[src/rtl/digit_sign_encoder_if.sv]
// Digit-pair input stream and word-sign result bus for digit_sign_encoder.
// Latency: n/a (wiring only); master = producer/consumer side, slave = encoder side.
// Backpressure: in_valid/in_ready on the digit stream, out_valid/out_ready on the result.
interface digit_sign_encoder_if #(
  parameter int DIGIT_W    = 8,
  parameter int MAX_DIGITS = 16
);
  localparam int CNT_W = $clog2(MAX_DIGITS + 1);

  logic               in_valid;
  logic               in_ready;
  logic [DIGIT_W-1:0] a_digit;
  logic [DIGIT_W-1:0] b_digit;
  logic               in_last;
  logic               out_valid;
  logic               out_ready;
  logic [1:0]         out_sign;
  logic [CNT_W-1:0]   out_count;
  logic               out_err;
  logic               dig_valid;
  logic [1:0]         dig_sign;

  modport master (
    output in_valid, a_digit, b_digit, in_last, out_ready,
    input  in_ready, out_valid, out_sign, out_count, out_err, dig_valid, dig_sign
  );

  modport slave (
    input  in_valid, a_digit, b_digit, in_last, out_ready,
    output in_ready, out_valid, out_sign, out_count, out_err, dig_valid, dig_sign
  );
endinterface

[src/rtl/digit_sign_encoder.sv]
// Serial mixed-radix magnitude compare: folds per-digit codes (00 lt, 01 eq, 10 gt) into a word sign.
// Latency: out_valid one cycle after the last beat is accepted; dig_* one cycle after each beat.
// Backpressure: in_ready low while a result is held; result held until out_ready. Option: SIGN_STREAM_EN.
module digit_sign_encoder #(
  parameter int DIGIT_W    = 8,
  parameter int MAX_DIGITS = 16,
  parameter int MSD_FIRST  = 0
) (
  input logic                clk,
  input logic                reset,
  digit_sign_encoder_if.slave bus
);
  localparam int CNT_W = $clog2(MAX_DIGITS + 1);

  localparam logic [1:0] SIGN_LT = 2'b00;
  localparam logic [1:0] SIGN_EQ = 2'b01;
  localparam logic [1:0] SIGN_GT = 2'b10;

  localparam logic [0:0] ST_ACCUM = 1'b0;
  localparam logic [0:0] ST_HOLD  = 1'b1;

  logic [0:0]         state;
  logic [1:0]         acc;
  logic [CNT_W-1:0]   cnt;
  logic [1:0]         out_sign_q;
  logic [CNT_W-1:0]   out_count_q;
  logic               out_err_q;

  logic [DIGIT_W-1:0] a_d;
  logic [DIGIT_W-1:0] b_d;
  logic [1:0]         code;
  logic [1:0]         acc_next;
  logic [CNT_W-1:0]   cnt_inc;
  logic               accept;
  logic               hit_max;
  logic               word_end;

  assign a_d = bus.a_digit;
  assign b_d = bus.b_digit;

  // in_ready depends only on state so it can never combinationally loop through in_valid
  assign bus.in_ready  = (state == ST_ACCUM);
  assign bus.out_valid = (state == ST_HOLD);
  assign bus.out_sign  = out_sign_q;
  assign bus.out_count = out_count_q;
  assign bus.out_err   = out_err_q;

  assign accept   = bus.in_valid & bus.in_ready;
  assign cnt_inc  = cnt + CNT_W'(1);
  assign hit_max  = (cnt_inc == CNT_W'(MAX_DIGITS));
  assign word_end = accept & (bus.in_last | hit_max);

  // Unsigned full-width digit compare into the 2-bit sign code
  always_comb begin
    code = SIGN_EQ;
    if (a_d > b_d)      code = SIGN_GT;
    else if (a_d < b_d) code = SIGN_LT;
  end

  // Fold rule: the most significant non-equal digit decides the word sign
  always_comb begin
    acc_next = acc;
    if (MSD_FIRST != 0) begin
      // MSD arrives first: the first non-equal digit sticks
      if (acc == SIGN_EQ) acc_next = code;
    end else begin
      // LSD arrives first: each later non-equal digit overrides
      if (code != SIGN_EQ) acc_next = code;
    end
  end

  // Word FSM: accumulate beats, then hold the registered result until taken
  always_ff @(posedge clk) begin
    if (reset) begin
      state       <= ST_ACCUM;
      acc         <= SIGN_EQ;
      cnt         <= '0;
      out_sign_q  <= SIGN_EQ;
      out_count_q <= '0;
      out_err_q   <= 1'b0;
    end else begin
      case (state)
        ST_ACCUM: begin
          if (accept) begin
            acc <= acc_next;
            cnt <= cnt_inc;
            if (word_end) begin
              state       <= ST_HOLD;
              out_sign_q  <= acc_next;
              out_count_q <= cnt_inc;
              // in_last on the final allowed beat is a normal end, not an overrun
              out_err_q   <= ~bus.in_last;
            end
          end
        end
        ST_HOLD: begin
          if (bus.out_ready) begin
            state <= ST_ACCUM;
            acc   <= SIGN_EQ;
            cnt   <= '0;
          end
        end
        default: begin
          state <= ST_ACCUM;
        end
      endcase
    end
  end

`ifdef SIGN_STREAM_EN
  logic       dig_valid_q;
  logic [1:0] dig_sign_q;

  // Raw per-digit code stream, one register stage behind acceptance
  always_ff @(posedge clk) begin
    if (reset) begin
      dig_valid_q <= 1'b0;
      dig_sign_q  <= SIGN_EQ;
    end else begin
      dig_valid_q <= accept;
      if (accept) dig_sign_q <= code;
    end
  end

  assign bus.dig_valid = dig_valid_q;
  assign bus.dig_sign  = dig_sign_q;
`else
  assign bus.dig_valid = 1'b0;
  assign bus.dig_sign  = SIGN_EQ;
`endif

endmodule

[src/flat_wrapper.sv]
// flat-port wrapper written by rule: the top's interface ports become plain ports
module digit_sign_encoder_flat 
#(
  parameter int DIGIT_W    = 8,
  parameter int MAX_DIGITS = 16,
  parameter int MSD_FIRST  = 0
)
  (clk, reset, bus_in_valid, bus_a_digit, bus_b_digit, bus_in_last, bus_out_ready, bus_in_ready, bus_out_valid, bus_out_sign, bus_out_count, bus_out_err, bus_dig_valid, bus_dig_sign);
  digit_sign_encoder_if #(.DIGIT_W(DIGIT_W), .MAX_DIGITS(MAX_DIGITS)) bus_i ();
  input logic clk;
  input logic reset;
  input wire logic [$bits(bus_i.in_valid)-1:0] bus_in_valid;
  input wire logic [$bits(bus_i.a_digit)-1:0] bus_a_digit;
  input wire logic [$bits(bus_i.b_digit)-1:0] bus_b_digit;
  input wire logic [$bits(bus_i.in_last)-1:0] bus_in_last;
  input wire logic [$bits(bus_i.out_ready)-1:0] bus_out_ready;
  output wire logic [$bits(bus_i.in_ready)-1:0] bus_in_ready;
  output wire logic [$bits(bus_i.out_valid)-1:0] bus_out_valid;
  output wire logic [$bits(bus_i.out_sign)-1:0] bus_out_sign;
  output wire logic [$bits(bus_i.out_count)-1:0] bus_out_count;
  output wire logic [$bits(bus_i.out_err)-1:0] bus_out_err;
  output wire logic [$bits(bus_i.dig_valid)-1:0] bus_dig_valid;
  output wire logic [$bits(bus_i.dig_sign)-1:0] bus_dig_sign;
  assign bus_i.in_valid = bus_in_valid;
  assign bus_i.a_digit = bus_a_digit;
  assign bus_i.b_digit = bus_b_digit;
  assign bus_i.in_last = bus_in_last;
  assign bus_i.out_ready = bus_out_ready;
  assign bus_in_ready = bus_i.in_ready;
  assign bus_out_valid = bus_i.out_valid;
  assign bus_out_sign = bus_i.out_sign;
  assign bus_out_count = bus_i.out_count;
  assign bus_out_err = bus_i.out_err;
  assign bus_dig_valid = bus_i.dig_valid;
  assign bus_dig_sign = bus_i.dig_sign;
  digit_sign_encoder #(.DIGIT_W(DIGIT_W), .MAX_DIGITS(MAX_DIGITS), .MSD_FIRST(MSD_FIRST)) u_core (.clk(clk), .reset(reset), .bus(bus_i));
endmodule
[config.mk]
export PLATFORM = sky130hd
export DESIGN_NAME = digit_sign_encoder_flat
export DESIGN_NICKNAME = d
export VERILOG_FILES = /design/src/rtl/digit_sign_encoder_if.sv /design/src/rtl/digit_sign_encoder.sv /design/src/flat_wrapper.sv
export SDC_FILE = /design/constraint.sdc
export NUM_CORES = 1
export LEC_CHECK = 0
export BUFFER_PORTS_ARGS = -buffer_cell sky130_fd_sc_hd__buf_2
export CAP_MARGIN = 40
export CELL_PAD_IN_SITES_DETAIL_PLACEMENT = 1
export CELL_PAD_IN_SITES_GLOBAL_PLACEMENT = 2
export CORE_UTILIZATION = 29
export CTS_BUF_LIST = sky130_fd_sc_hd__clkbuf_8
export DETAILED_ROUTE_END_ITERATION = 6
export GPL_ROUTABILITY_DRIVEN = 0
export PLACE_DENSITY_LB_ADDON = 0.25
export SKIP_CTS_REPAIR_TIMING = 1
export SYNTH_ARGS = -nofsm -noshare
export SYNTH_HDL_FRONTEND = slang
export SYNTH_SLANG_ARGS = --single-unit
[constraint.sdc]
create_clock -name clk -period 2.3 [get_ports clk]
set_clock_uncertainty 0.1 [all_clocks]
set_input_delay 0.345 -clock clk [delete_from_list [all_inputs] [get_ports clk]]
set_output_delay 0.345 -clock clk [all_outputs]
set_load 0.05 [all_outputs]
==> run summary, run 1 <==
I/O pin cnt: 34
Worst setup SP type: register
Vias/cell: 4.522
Top FF cell, synth: dfxtp_1
Leak: 0.5970 nW
Nets: 174
Most frequent cells in the layout: 30 x buf_2, 16 x dfxtp_1, 12 x inv_1
Flops & latches, synth: 16
First-pass detailed-route iteration total: 4
Number of routed nets with antenna violations: 0
Async SR Flop Fraction: 0
Max-cap viol count: 0
Switching Share: 0.2821
Max-slew violation count: 0
Clock Sinks: 16
Worst-Margin Slew: 0.5257 ns
Fmax: 0.4906 GHz
Antenna violations before repair: 0
Clock power frac: 0.361
WL/cell: 11.61 µm
Final setup margin: 0.2617 ns
Total Routing Usage GR: 0.1294
Yosys cell types: 30
Hold wc startpoint: bus_out_ready
CTS max path bufs: 2
Final critical-path share of the clock period: 0.8862
Initial Util: 0.3129
Relative slew margins: 0.6495
Final hold violations: 0
Core area: 3103 µm²
N_diodes: 0
Register area share after synthesis: 0.3299
Num CTS Buffers: 3
Total number of vias: 841
WL final: 2159 µm
Port Buffers: 30
H-tree depth: 1
Post-route DRC: 0
Post-Syn Instances: 111
Multi-input logic area: 579.3 µm²
Post-synth EDFFs: 0
Synthesis-to-finish area growth: 24.87%
Arrival time of the worst setup path: 2.07 ns
Crit. End Element: register
Avg Cell Area, Syn: 8.747 µm²
Global-route wire length before repair: 3415 µm
Sw power: 0.1929 mW
Number of global-route vias before repair: 763
Clock transition at path regs: 0.06 ns
Dpl cell area: 1157 µm²
Design area: 1212 µm²
Crit Path Class: register to register
Mapped cell area: 970.9 µm²
Global route overflow: 0
Int Pwr: 0.4909 mW
Worst skew pair latency: 0.25 ns
Non-filler cells, final: 186
Logic gate share of total power: 0.204
Critical path origin: u_core.cnt[0]
Die X: 59.86 µm
Placed Cells incl. Taps: 182
Setup WS pre-CTS: 0.2646 ns
Status: finished, final reports clean
Die area: 3583 µm²
Setup TNS: 0 ns
Violation count after the first detailed-route iteration: 37
FP Rows: 20
Largest net degree at the start of global routing: 14
Worst IR Drop VDD: 0.0004541 V
Final setup fails: 0
Synth Warn #: 0
Reg-to-reg critical path startpoint: u_core.cnt[0]
Minimum clock period: 2.038 ns
Root Buffer: clkbuf_8
Power per standard cell area: 564.0 nW/µm²
Reg area: 320.3 µm²
HPWL after DPL: 1714 µm
RSZ-0062 raised after global routing: false
CTS tree: built
Crit-path max FO: 9
Critical Path RT: 2.33 ns
Die Ht: 59.86 µm
Most common cell after layout, fill and taps aside: buf_2
Worst hold-check path type: input port to register
Share of cells above drive strength 1: 0.2676
Layout fillers: 397
Sequential power share: 0.435
-- worst paths after layout --
path | cells after the start | slack (ns) | end
setup reg to reg | 6 | 0.26 | u_core.bus.out_count[0]
hold / removal | 3 | 0.30 | u_core.bus.out_valid
hold reg to reg | 2 | 0.36 | u_core.bus.out_err
setup / recovery | 6 | 0.26 | u_core.bus.out_count[0]
-- worst max-delay path, cell delays in order (launching register included) --
cell and delay (ns):
dfxtp_1 0.43, ha_1 0.32, nand3_1 0.16, xnor2_2 0.19
a41oi_4 0.42, mux2i_1 0.24, nor2_1 0.06
-- power groups by stage --
| stage | clock, mW | combinational (mW) | sequential, mW |
|---|---|---|---|
| 3_3_place_gp | 0 | 0.139 | 0.303 |
| 2_1_floorplan | 0 | 0.0846 | 0.321 |
| 4_1_cts | 0.257 | 0.142 | 0.298 |
| 5_1_grt | 0.268 | 0.156 | 0.299 |
| 3_5_place_dp | 0 | 0.141 | 0.304 |
| 6_report | 0.247 | 0.140 | 0.298 |
-- synthesized netlist by cell type (all sizes together), types with 2 or more instances --
master,number,area share
nand3b,2,0.015
nand4,3,0.019
o21ai,3,0.015
ha,10,0.13
inv,12,0.046
buf,3,0.023
nor2b,3,0.019
a211oi,2,0.015
o211ai,3,0.023
conb,2,0.0077
clkbuf,2,0.0077
nand2b,2,0.013
mux2i,4,0.041
nand3,6,0.031
nand2,7,0.027
xnor2,2,0.026
a21oi,9,0.046
a22oi,2,0.015
dfxtp,16,0.33
nor2,9,0.035
-- kinds of logic after synthesis --
logic type	Yosys count	share of synthesized area
simple gates	35	0.1830
compound gates	24	0.1972
buf+inv	17	0.07732
other cells	2	0.007735
flops	16	0.3299
xor+xnor	3	0.03480
fa+ha+maj	10	0.1289
mux	4	0.04124
-- area by class of cell --
| type | instances | share of cell area |
|---|---|---|
| clock buffer | 4 | 0.04541 |
| timing repair buffer | 31 | 0.1300 |
| tap | 44 | 0.04541 |
| multi-input combinational | 79 | 0.4778 |
| sequential | 16 | 0.2642 |
| inverter | 12 | 0.03715 |
-- per-layer routing --
layer  track usage  part of all wire
met3       0.05195             0.060
met5             0                 0
met2        0.2016              0.42
met1        0.1706              0.51
met4       0.01993            0.0065
-- flip-flops by register name, indices dropped and copies added, names as in the netlist --
signal	flops
u_core.bus.out_err	1
u_core.bus.out_valid	1
u_core.bus.out_count	5
u_core.cnt	5
u_core.bus.out_sign	2
u_core.acc	2
-- stage by stage --
step | total power, mW | hold slack [ns] | util
after floorplan | 0.4051 | 0.3141 | -
after global placement | 0.4426 | 0.3433 | 0.3730
after detailed placement | 0.4451 | 0.3487 | 0.3730
after CTS | 0.6969 | 0.3018 | 0.3907
after global routing | 0.7229 | 0.3291 | 0.3907
final | 0.6838 | 0.3034 | 0.3907
No activity file was read; power rests on OpenSTA's default activity.
==> run 2, diff against run 1 <==
Settings changed: ABC_AREA set to 1, CORE_UTILIZATION 29 to 27.
==> run 2 against run 1 <==
Power fell by 0.22%. Register-to-register slack better by 0.15 ns. Combinational power increased by 20%. Via count grew 22%. Maximum frequency up 7.9%. Utilization decreased by 5.1 points. Critical path depth is 2 higher. Critical path type unchanged. Largest cell class unchanged. Largest power group unchanged.
==> run summary, run 2 <==
RSZ-0062 raised after global routing: false
Design area: 1254 µm²
Sequential power share: 0.446
Number of global-route vias before repair: 1034
Avg Cell Area, Syn: 6.865 µm²
WL final: 2452 µm
Mapped cell area: 1044 µm²
Synth Warn #: 0
Violation count after the first detailed-route iteration: 11
Cell breakdown of the critical path: ha_1 -> nand4_1 -> a21oi_2 -> nand2_2 -> nand2_1 -> nand2_1 -> inv_1 -> nor2_2
N_diodes: 0
Sw power: 0.2187 mW
Met1 WL: 1150 µm
Arrival time of the worst setup path: 1.94 ns
Met3 Wirelength: 98 µm
Reg-to-reg critical path startpoint: u_core.cnt[0]
Post-synth EDFFs: 0
Crit Path Class: register to register
Count leader, synth: nand2_1
Crit path largest cell delay: 0.44 ns
Top sig layer: met4
FP Rows: 22
Area leader, netlist: dfxtp_1
CTS tree: built
Register area share after synthesis: 0.3070
Internal reg-to-reg setup slack: 0.41 ns
Max-cap viol count: 0
Post-Syn Instances: 152
Fmax: 0.5293 GHz
Overall Power: 0.6823 mW
Critical Path RT: 2.35 ns
Worst path slowest cell: dfxtp_1
Core area: 3689 µm²
Final setup margin: 0.4107 ns
Max-slew violation count: 0
Antenna violations before repair: 0
Post-route DRC: 0
Total Routing Usage GR: 0.1406
HPWL after DPL: 2029 µm
Root Buffer: clkbuf_8
Async SR Flop Fraction: 0
Die Ht: 64.17 µm
Clock Sinks: 16
Power per standard cell area: 544.2 nW/µm²
Most common cell after layout, fill and taps aside: nand2_1
Num CTS Buffers: 3
Worst hold endpoint: u_core.acc[1]
Worst hold-check path type: input port to register
Worst R2R End: u_core.bus.out_sign[1]
Synthesis-to-finish area growth: 20.14%
Clock transition at path regs: 0.06 ns
Share of cells above drive strength 1: 0.2320
Int Pwr: 0.4636 mW
Final setup fails: 0
Crit. End Element: register
Number of routed nets with antenna violations: 0
Worst IR Drop VDD: 0.0003445 V
H-tree depth: 1
Yosys cell types: 21
Top cells by area in the synthesized netlist: dfxtp_1 31%, nand2_1 15%, ha_1 12%
Top FF cell, synth: dfxtp_1
Most used cell, CP: nand2_1
Worst setup SP type: register
Setup TNS: 0 ns
Logic gate share of total power: 0.246
CTS max path bufs: 2
Clock power frac: 0.309
Min-Delay Path Depth: 2
Port Buffers: 30
First-pass detailed-route iteration total: 2
Synth top cells by count: 41 x nand2_1, 27 x inv_1, 16 x dfxtp_1
Status: finished, final reports clean
Initial Util: 0.2829
Nets: 214
Worst skew pair latency: 0.25 ns
Minimum clock period: 1.889 ns
Largest net degree at the start of global routing: 14
Leak: 0.6983 nW
Hold wc startpoint: reset
Total number of vias: 1025
Switching Share: 0.3205
I/O pin cnt: 34
Worst r2r path cells: 8
Metal2 WL: 1172 µm
Setup WS pre-CTS: 0.4386 ns
WL/cell: 10.71 µm
Global route overflow: 0
Most frequent cells in the layout: 41 x nand2_1, 30 x buf_2, 27 x inv_1
Global-route wire length before repair: 4422 µm
Dpl cell area: 1212 µm²
Final hold violations: 0
Flops & latches, synth: 16
Crit-path max FO: 12
Top cell type's share of synthesized area: 0.3070
Vias/cell: 4.476
Die area: 4117 µm²
Final critical-path share of the clock period: 0.8214
Die X: 64.17 µm
[run 2: how the worst max path moves through the flow]
stage,endpoint,start,slack (ns),cells after the start
after global placement,u_core.bus.out_sign[1],u_core.cnt[0],0.51,8
after CTS,u_core.bus.out_sign[1],u_core.cnt[0],0.42,8
after floorplan,u_core.bus.out_sign[1],u_core.bus.out_valid,0.32,8
final,u_core.bus.out_sign[1],u_core.cnt[0],0.41,8
after detailed placement,u_core.bus.out_sign[1],u_core.cnt[0],0.44,8
after global routing,u_core.bus.out_sign[1],u_core.cnt[0],0.28,8
[run 2: layout make-up]
cell class | count | area [µm²]
clock buffers | 3 | 41.29
fillers | 503 | 2435
inverters | 28 | 105.1
multi-input cells | 104 | 576.8
flip-flops and latches | 16 | 320.3
well taps | 48 | 60.06
repair buffers | 30 | 150.1
[run 2: logic make-up (layout without fill, tap and decap cells)]
kind of cell | after synthesis | after routing | synth area share
simple gates | 70 | 70 | 0.3106
buf+inv | 33 | 61 | 0.1439
compound gates | 21 | 21 | 0.1115
flops | 16 | 16 | 0.3070
fa+ha+maj | 10 | 10 | 0.1199
other cells | 2 | 3 | 0.007197
[run 2: per-stage QoR]
stage	instances	hold slack, ns	utilization
after global placement	226	0.3469	0.3287
after floorplan	153	0.3141	-
after global routing	229	0.2665	0.3399
after CTS	229	0.2575	0.3399
after detailed placement	226	0.3607	0.3287
final	229	0.2599	0.3399
[run 2: metal layers]
layer,vias up,global-route usage
met5,-,0
met4,0,0.05000
met3,4,0.03750
met2,15,0.2460
met1,478,0.1634
li1,528,-
[run 2: power by group through the flow]
| stage | registers, mW | clock network, mW | logic, mW |
|---|---|---|---|
| after floorplan | 0.341 | 0 | 0.0956 |
| after global placement | 0.310 | 0 | 0.167 |
| after detailed placement | 0.310 | 0 | 0.171 |
| after CTS | 0.304 | 0.222 | 0.171 |
| after global routing | 0.306 | 0.239 | 0.191 |
| final | 0.304 | 0.210 | 0.168 |
[run 2: worst max-delay path: cells and delay by family, from the launching register on]
kind / cells / cell delay, ns
simple gates: 5 / 0.68
flops: 1 / 0.44
compound gates: 1 / 0.25
buf+inv: 1 / 0.07
fa+ha+maj: 1 / 0.24
==> run 3, diff against run 2 <==
Settings changed: CORE_UTILIZATION 27 to 24.
Clock period 2.3 ns to 1.7 ns, I/O delays scaled along.
==> run 3 against run 2 <==
Sequential power rose by 34%. Design area grew 6.7%. Highest routed layer is now met3. Via count grew 1.6%. Critical endpoint is now u_core.bus.out_count[2]. Clock power up 67%. Clock-buffer cell count rose by 1. Flip-flop and latch count did not move. Non-clock buffer count grew 6. Largest power group unchanged. Combinational power rose by 48%. Critical path depth did not move. First-iteration DRC count did not move.
==> run summary, run 3 (same netlist as run 2, synthesis figures left out) <==
Number of global-route vias before repair: 1028
Logic gate share of total power: 0.248
Critical Path RT: 1.79 ns
N_diodes: 0
Setup TNS: 0 ns
Design area: 1338 µm²
Cell breakdown of the critical path: ha_2 -> nand4_1 -> a21oi_2 -> nand2_4 -> buf_4 -> nand3_2 -> nand2_1 -> nor2_1
Clock power frac: 0.348
Root Buffer: clkbuf_8
Nets: 220
Power per standard cell area: 751.5 nW/µm²
FP Rows: 23
Worst IR Drop VDD: 0.0005590 V
Worst hold-check path type: input port to register
Worst skew pair latency: 0.25 ns
Num CTS Buffers: 3
Most frequent cells in the layout: 40 x nand2_1, 30 x buf_2, 26 x inv_1
Reg area: 324.1 µm²
Arrival time of the worst setup path: 1.68 ns
CTS max path bufs: 2
Global-route wire length before repair: 4312 µm
Minimum clock period: 1.594 ns
Multi-input logic area: 591.8 µm²
Largest net degree at the start of global routing: 11
Post-route DRC: 0
Synthesis-to-finish area growth: 28.18%
Total number of vias: 1041
Clock Sinks: 16
H-tree depth: 1
Most common cell after layout, fill and taps aside: nand2_1
Fmax: 0.6273 GHz
WL final: 2619 µm
First-pass detailed-route iteration total: 2
Die Ht: 67.94 µm
Layout fillers: 542
Global route overflow: 0
Crit. End Element: register
Status: finished, final reports clean
Clock transition at path regs: 0.07 ns
RSZ-0062 raised after global routing: false
WL/cell: 11.00 µm
Max-cap viol count: 0
Top delay family on crit path: simple AND/OR/NAND/NOR gates
Final critical-path share of the clock period: 0.9377
I/O pin cnt: 34
Violation count after the first detailed-route iteration: 11
Final setup fails: 0
Dpl cell area: 1267 µm²
Die X: 67.94 µm
Int Pwr: 0.6871 mW
Crit Path Class: register to register
Sequential power share: 0.404
Share of cells above drive strength 1: 0.2819
Worst path slowest cell: dfxtp_1
Leak: 0.7460 nW
Final hold violations: 0
Sw power: 0.3180 mW
Die area: 4616 µm²
Initial Util: 0.2554
Crit-path max FO: 9
Crit path largest cell delay: 0.34 ns
Port Buffers: 30
Total Routing Usage GR: 0.1233
Number of routed nets with antenna violations: 0
Worst path buffer plus inverter count: 1
CTS tree: built
Vias/cell: 4.374
Worst setup SP type: register
Max-slew violation count: 0
Antenna violations before repair: 0
HPWL after DPL: 2185 µm
Core area: 4086 µm²
Switching Share: 0.3164
## run 3: path summary, 6_finish.rpt
path | start | endpoint | slack (ns) | depth (start not counted)
worst max register to register | u_core.cnt[1] | u_core.bus.out_count[2] | 0.11 | 8
worst min-delay path | reset | u_core.acc[1] | 0.18 | 2
worst min register to register | u_core.acc[1] | u_core.acc[1] | 0.37 | 2
worst max-delay path | u_core.cnt[1] | u_core.bus.out_count[2] | 0.11 | 8
## run 3: metal layers
| metal | vias up | routed length, µm | GRT usage |
|---|---|---|---|
| met3 | 0 | 109 | 0.03000 |
| li1 | 543 | - | - |
| met4 | 0 | 0 | 0.01563 |
| met5 | - | 0 | 0 |
| met1 | 477 | 1143 | 0.1443 |
| met2 | 21 | 1366 | 0.2292 |
## run 3: power by group through the flow
stage          registers, mW  logic [mW]  clock network [mW]
6_report               0.406       0.249               0.350
4_1_cts                0.407       0.252               0.357
3_5_place_dp           0.415       0.251                   0
5_1_grt                0.409       0.281               0.369
2_1_floorplan          0.462       0.130                   0
3_3_place_gp           0.415       0.244                   0
## run 3: area by class of cell
cell class | count | share of cell area
multi-input combinational | 104 | 0.4425
tap | 50 | 0.04677
sequential | 16 | 0.2423
clock buffer | 4 | 0.04116
inverter | 28 | 0.08138
timing repair buffer | 36 | 0.1459
## run 3: worst reg2reg max path: stages, from the launching register on
cell and delay, ns:
dfxtp_1 0.34, ha_2 0.20, nand4_1 0.15, a21oi_2 0.26, nand2_4 0.12, buf_4 0.18
nand3_2 0.05, nand2_1 0.04, nor2_1 0.09
## run 3: through the flow
step           setup slack [ns]  power [mW]  utilization  hold WS (ns)  std cells
5_1_grt                0.006281       1.059       0.3273        0.1893        238
3_5_place_dp            0.07695      0.6665       0.3102        0.3554        234
3_3_place_gp             0.1530      0.6591       0.3102        0.3474        234
4_1_cts                 0.06316       1.015       0.3236        0.1685        238
6_report                 0.1059       1.005       0.3273        0.1807        238
2_1_floorplan          0.007673      0.5917            -        0.2241        153
